===== config.mk =====
export PLATFORM = sky130hd
export DESIGN_NAME = ps2_host_transmitter
export DESIGN_NICKNAME = d
export VERILOG_FILES = /design/src/rtl/ps2_host_transmitter.sv
export SDC_FILE = /design/constraint.sdc
export NUM_CORES = 1
export LEC_CHECK = 0
export BUFFER_PORTS_ARGS = -buffer_cell sky130_fd_sc_hd__buf_4
export CORE_ASPECT_RATIO = 0.9
export CORE_MARGIN = 4
export CORE_UTILIZATION = 55
export DETAILED_ROUTE_END_ITERATION = 8
export HOLD_SLACK_MARGIN = 0.1
export MAX_ROUTING_LAYER = met4
export PLACE_DENSITY_LB_ADDON = 0.05
export SLEW_MARGIN = 20
export SYNTH_ARGS = -nofsm -noshare
export SYNTH_HDL_FRONTEND = slang
export SYNTH_SLANG_ARGS = --single-unit

===== constraint.sdc =====
create_clock -name clock -period 3.6 [get_ports clock]
set_input_delay 0.36 -clock clock [delete_from_list [all_inputs] [get_ports clock]]
set_output_delay 0.36 -clock clock [all_outputs]
set_load 0.02 [all_outputs]

===== src/rtl/ps2_host_transmitter.sv =====
// PS/2 host-to-device transmitter: inhibits the bus, issues request-to-send, clocks out one
// command byte with odd parity on device-generated clock falls, then checks the device ACK.
module ps2_host_transmitter #(
  parameter int INHIBIT_CYCLES = 5000,
  parameter int TIMEOUT_CYCLES = 1000000
) (
  input  logic       clock,
  input  logic       reset,
  input  logic       ps2_clk_in,
  input  logic       ps2_dat_in,
  output logic       ps2_clk_oe,
  output logic       ps2_dat_oe,
  input  logic [7:0] tx_data,
  input  logic       tx_valid,
  output logic       tx_ready,
  output logic       tx_busy,
  output logic       tx_done,
  output logic       tx_error,
  output logic [1:0] err_code
);

  localparam int IW = $clog2(INHIBIT_CYCLES + 1);
  localparam int TW = $clog2(TIMEOUT_CYCLES + 1);
  localparam logic [IW-1:0] INH_LAST  = IW'(INHIBIT_CYCLES - 1);
  localparam logic [IW-1:0] INH_MAX   = IW'(INHIBIT_CYCLES);
  localparam logic [TW-1:0] TOUT_LAST = TW'(TIMEOUT_CYCLES - 1);
  localparam logic [TW-1:0] TOUT_MAX  = TW'(TIMEOUT_CYCLES);
  localparam logic [1:0]    ERR_NONE    = 2'b00;
  localparam logic [1:0]    ERR_TIMEOUT = 2'b01;
  localparam logic [1:0]    ERR_NOACK   = 2'b10;

  typedef enum logic [2:0] {
    S_IDLE      = 3'd0,
    S_INHIBIT   = 3'd1,
    S_DATA      = 3'd2,
    S_ACK       = 3'd3,
    S_WAIT_IDLE = 3'd4
  } state_e;

  function automatic logic odd_parity(input logic [7:0] b);
    return ~^b;
  endfunction

  state_e          state_q, state_d;
  logic [1:0]      clk_sync_q, dat_sync_q;
  logic            clk_prev_q;
  logic [8:0]      shift_q, shift_d;
  logic [IW-1:0]   inh_cnt_q, inh_cnt_d;
  logic [TW-1:0]   tout_cnt_q, tout_cnt_d;
  logic [3:0]      bit_cnt_q, bit_cnt_d;
  logic            clk_oe_q, clk_oe_d;
  logic            dat_oe_q, dat_oe_d;
  logic            ready_q, ready_d;
  logic            busy_q, busy_d;
  logic            done_q, done_d;
  logic            error_q, error_d;
  logic [1:0]      err_code_q, err_code_d;

  logic clk_s, dat_s, fall_s, accept_s, timeout_s;

  assign clk_s     = clk_sync_q[1];
  assign dat_s     = dat_sync_q[1];
  assign fall_s    = clk_prev_q & ~clk_s;
  assign accept_s  = tx_valid & ready_q & (state_q == S_IDLE);
  assign timeout_s = (tout_cnt_q == TOUT_LAST);

  // Pad synchronisers idle high so reset never fabricates a falling edge.
  always_ff @(posedge clock or posedge reset) begin
    if (reset) begin
      clk_sync_q <= 2'b11;
      dat_sync_q <= 2'b11;
      clk_prev_q <= 1'b1;
    end else begin
      clk_sync_q <= {clk_sync_q[0], ps2_clk_in};
      dat_sync_q <= {dat_sync_q[0], ps2_dat_in};
      clk_prev_q <= clk_s;
    end
  end

  always_ff @(posedge clock or posedge reset) begin
    if (reset) begin
      state_q    <= S_IDLE;
      shift_q    <= 9'd0;
      inh_cnt_q  <= '0;
      tout_cnt_q <= '0;
      bit_cnt_q  <= 4'd0;
      clk_oe_q   <= 1'b0;
      dat_oe_q   <= 1'b0;
      ready_q    <= 1'b0;
      busy_q     <= 1'b0;
      done_q     <= 1'b0;
      error_q    <= 1'b0;
      err_code_q <= 2'b00;
    end else begin
      state_q    <= state_d;
      shift_q    <= shift_d;
      inh_cnt_q  <= inh_cnt_d;
      tout_cnt_q <= tout_cnt_d;
      bit_cnt_q  <= bit_cnt_d;
      clk_oe_q   <= clk_oe_d;
      dat_oe_q   <= dat_oe_d;
      ready_q    <= ready_d;
      busy_q     <= busy_d;
      done_q     <= done_d;
      error_q    <= error_d;
      err_code_q <= err_code_d;
    end
  end

  // Next-state and registered-output logic; ready lags the return to IDLE by one cycle.
  always_comb begin
    state_d    = state_q;
    shift_d    = shift_q;
    inh_cnt_d  = inh_cnt_q;
    tout_cnt_d = tout_cnt_q;
    bit_cnt_d  = bit_cnt_q;
    clk_oe_d   = clk_oe_q;
    dat_oe_d   = dat_oe_q;
    busy_d     = busy_q;
    err_code_d = err_code_q;
    done_d     = 1'b0;
    error_d    = 1'b0;
    ready_d    = (state_q == S_IDLE) && !accept_s;

    case (state_q)
      S_IDLE: begin
        clk_oe_d = 1'b0;
        dat_oe_d = 1'b0;
        if (accept_s) begin
          shift_d    = {odd_parity(tx_data), tx_data};
          inh_cnt_d  = '0;
          bit_cnt_d  = 4'd0;
          clk_oe_d   = 1'b1;
          busy_d     = 1'b1;
          err_code_d = ERR_NONE;
          state_d    = S_INHIBIT;
        end else begin
          busy_d = 1'b0;
        end
      end

      S_INHIBIT: begin
        clk_oe_d = 1'b1;
        dat_oe_d = 1'b0;
        if (inh_cnt_q == INH_LAST) begin
          // Request-to-send: start bit low and clock released together.
          clk_oe_d   = 1'b0;
          dat_oe_d   = 1'b1;
          tout_cnt_d = '0;
          bit_cnt_d  = 4'd0;
          state_d    = S_DATA;
        end else if (inh_cnt_q != INH_MAX) begin
          inh_cnt_d = inh_cnt_q + {{(IW-1){1'b0}}, 1'b1};
        end else begin
          inh_cnt_d = inh_cnt_q;
        end
      end

      S_DATA, S_ACK, S_WAIT_IDLE: begin
        if (timeout_s) begin
          clk_oe_d   = 1'b0;
          dat_oe_d   = 1'b0;
          busy_d     = 1'b0;
          error_d    = 1'b1;
          err_code_d = ERR_TIMEOUT;
          state_d    = S_IDLE;
        end else begin
          if (tout_cnt_q != TOUT_MAX) begin
            tout_cnt_d = tout_cnt_q + {{(TW-1){1'b0}}, 1'b1};
          end else begin
            tout_cnt_d = tout_cnt_q;
          end
          case (state_q)
            S_DATA: begin
              if (fall_s) begin
                // Bits 0..7 are data LSB first, bit 8 is parity, bit 9 releases the stop bit.
                if (bit_cnt_q <= 4'd8) begin
                  dat_oe_d = ~shift_q[bit_cnt_q];
                end else begin
                  dat_oe_d = 1'b0;
                  state_d  = S_ACK;
                end
                if (bit_cnt_q != 4'hF) begin
                  bit_cnt_d = bit_cnt_q + 4'd1;
                end else begin
                  bit_cnt_d = bit_cnt_q;
                end
              end else begin
                dat_oe_d = dat_oe_q;
              end
            end
            S_ACK: begin
              if (fall_s) begin
                if (!dat_s) begin
                  state_d = S_WAIT_IDLE;
                end else begin
                  clk_oe_d   = 1'b0;
                  dat_oe_d   = 1'b0;
                  busy_d     = 1'b0;
                  error_d    = 1'b1;
                  err_code_d = ERR_NOACK;
                  state_d    = S_IDLE;
                end
              end else begin
                state_d = S_ACK;
              end
            end
            S_WAIT_IDLE: begin
              if (clk_s && dat_s) begin
                busy_d  = 1'b0;
                done_d  = 1'b1;
                state_d = S_IDLE;
              end else begin
                state_d = S_WAIT_IDLE;
              end
            end
            default: begin
              state_d = S_IDLE;
            end
          endcase
        end
      end

      default: begin
        clk_oe_d = 1'b0;
        dat_oe_d = 1'b0;
        busy_d   = 1'b0;
        state_d  = S_IDLE;
      end
    endcase
  end

  assign ps2_clk_oe = clk_oe_q;
  assign ps2_dat_oe = dat_oe_q;
  assign tx_ready   = ready_q;
  assign tx_busy    = busy_q;
  assign tx_done    = done_q;
  assign tx_error   = error_q;
  assign err_code   = err_code_q;

endmodule


==> flow_summary.yaml <==
run_status:
  status: "finished clean"
logic_synthesis:
  synth_flop_cell: "dfrtp_1"
  synth-seq-cells: 62
  syn_area_per_cell_um2: 9.15
  yosysSeqAreaShare_pct: 43.4
  syn-num-nets: 411
  synth_edf_count: 0
  syn_area_um2: 3590
  synthDistinctLibCells: 56
  synth_area_leaders: "dfrtp_1 (40%), nand2_1 (5.8%), o31ai_1 (5.4%)"
  yosysWarningCount: 0
  yosysTopAreaCellShare_pct: 39.8
  synthArstFlopShare_pct: 100
  synth_top_cell_by_area: "dfrtp_1"
  syn_inst: 392
floorplan:
  die_area_um2: 7880
  ios: 21
  row_count: 27
  start_util_pct: 57.7
  core_area_um2: 6220
  chipWidth_um: 93.1
  die_h_um: 84.6
route:
  routed_wl_um: 8140
  firstDrtPassIters: 4
  vias: 3099
  via_per_inst: 6.14
  ant_nets: 0
  drt_iter0_drc: 165
  drc_errors: 0
  post_drt_wl_per_cell_um: 16.1
worst_hold_path:
  min_from: "ps2_clk_in"
  hp-class: "input port to flip-flop"
  hold_path_depth: 1
global_routing:
  grt_pass1_wl_um: 14200
  overflow: 0
  track_usage_pct: 23.0
  grt_pass1_vias: 2978
  grt_max_degree: 41
  antenna_found_initial: 0
job:
  maxCapViolCount: 0
layout:
  final_common_cell: "dfrtp_1"
  multi_input_area_um2: 1910
  nets: 433
  fillers: 540
  seq_area_um2: 1560
  layout_common_cells: "dfrtp_1 (57), nand2_1 (55), buf_4 (29)"
  antennaDiodeCount: 0
  area_delta_synth_final_pct: 12.7
  drive_gt1_share_pct: 16.0
  fin_cells: 505
critical_path:
  rr_worst_depth: 6
  cp.required_ns: 3.87
  crit_start: "state_q[1]"
  critical_path_class: "flip-flop to flip-flop"
  critical-path-top-delay-family: "simple AND/OR/NAND/NOR gates"
  crit_path_end_kind: "flip-flop"
  cp-start-kind: "flip-flop"
  cp_data_arrival_time_ns: 3.15
  cp.depth: 6
  crit_slowest_cell: "or3b_2"
  cp_max_fo: 24
  cp_num_buf_inv: 1
  crit_chain: "or3b_2 -> and4_1 -> a22o_1 -> buf_4 -> or4b_2 -> a21oi_1"
  slowest_delay_ns: 0.68
  reg2reg_from: "state_q[1]"
timing:
  fin_skew_ns: 0.00913
  tns_ns: 0
  max_freq_mhz: 348
  hold_violations: 0
  rsz0062_at_grt: "false"
  max-slew-margin-rel_pct: 37.0
  period_share_pct: 79.9
  worst_pin_slew_ns: 0.941
  finalSetupViolCount: 0
  fin_crit_ns: 2.88
  drv_slew: 0
clock_network:
  cts.path.max_buffers: 2
  cts_hold_buf: 0
  postCtsSetupBuffers: 0
  cts_tree: "built"
  clk_latency_ns: 0.34
  htree_levels: 3
  cts_num_sinks: 62
  cts_root_buf: "clkbuf_8"
  cts_buffers: 9
  cts_resized: 0
  clk_pin_slew_ns: 0.07
power:
  power_density_nw_per_um2: 344
  irDropWorstVdd_mv: 0.257
  power_mw: 1.39
  p_leak_nw: 1.71
placement:
  dp_hpwl_um: 5710
  port_buffers: 20
  dpl.cell_count: 490
  place.gp.congestion: 0.844
==> stage by stage <==
step | setup WS [ns] | utilization [%] | hold slack, ns | cell area (um2)
global route | 0.577 | 65.0 | 0.110 | 4040
CTS | 0.751 | 65.0 | 0.117 | 4040
finish | 0.723 | 65.0 | 0.124 | 4040
floorplan | 1.06 | - | 0.345 | 3590
global placement | 0.816 | 61.8 | 0.346 | 3840
detailed placement | 0.762 | 61.8 | 0.349 | 3840
==> worst register-to-register path: stages, from the launching register on <==
cell	delay [ns]
dfrtp_1	0.56
or3b_2	0.69
and4_1	0.26
a22o_1	0.26
buf_4	0.24
or4b_2	0.64
a21oi_1	0.15
==> power breakdown <==
group	total (mW)	switching, mW	internal [mW]
sequential	0.704	0.00178	0.702
clock	0.644	0.262	0.382
combinational	0.0438	0.0247	0.0191
total	1.39	0.288	1.10
==> cell families after synthesis <==
logic type | synth area share (%)
simple gates | 26.9
compound gates | 19.6
flops | 43.4
buf+inv | 3.21
xor+xnor | 2.20
mux | 2.65
fa+ha+maj | 2.09
==> cell type report <==
type                    instances  share of cell area (%)
well taps                      87                    2.69
repair buffers                 29                    5.39
clock buffers                  10                    3.16
flip-flops and latches         62                    38.5
inverters                      11                    1.02
multi-input cells             301                    47.4
clock inverters                 5                    1.86
==> synth_stat cells, drive strengths merged (7+ instances only) <==
library cell  count
nand2            55
or4              17
inv              11
a31oi             8
nand3            23
o31ai            26
and3             10
o21ai            22
nor2             15
clkbuf           12
xnor2             7
dfrtp            57
a21oi            23
==> state kept, by name (all words and copies together), names as in the netlist, 2 cells and up <==
name        count
tout_cnt_q     20
err_code        2
state_q         3
dat_sync_q      2
bit_cnt_q       4
shift_q         9
clk_sync_q      2
inh_cnt_q      13
==> final timing paths <==
check,endpoint,slack [ns]
worst max-delay path,tout_cnt_q[17],0.72
worst min-delay path,clk_sync_q[0],0.12
worst max register to register,tout_cnt_q[17],0.72
worst min register to register,dat_sync_q[1],0.36
max in group asynchronous,bit_cnt_q[2],2.60
min in group asynchronous,tout_cnt_q[13],0.18
==> per-layer routing <==
layer | wire (um) | share of wire (%) | global-route usage [%]
met2 | 3760 | 46 | 34.1
met3 | 280 | 3.4 | 6.54
met5 | 0 | 0 | -
met4 | 153 | 1.9 | 7.06
met1 | 3940 | 48 | 30.7
Power figures use the tool's default switching activity.
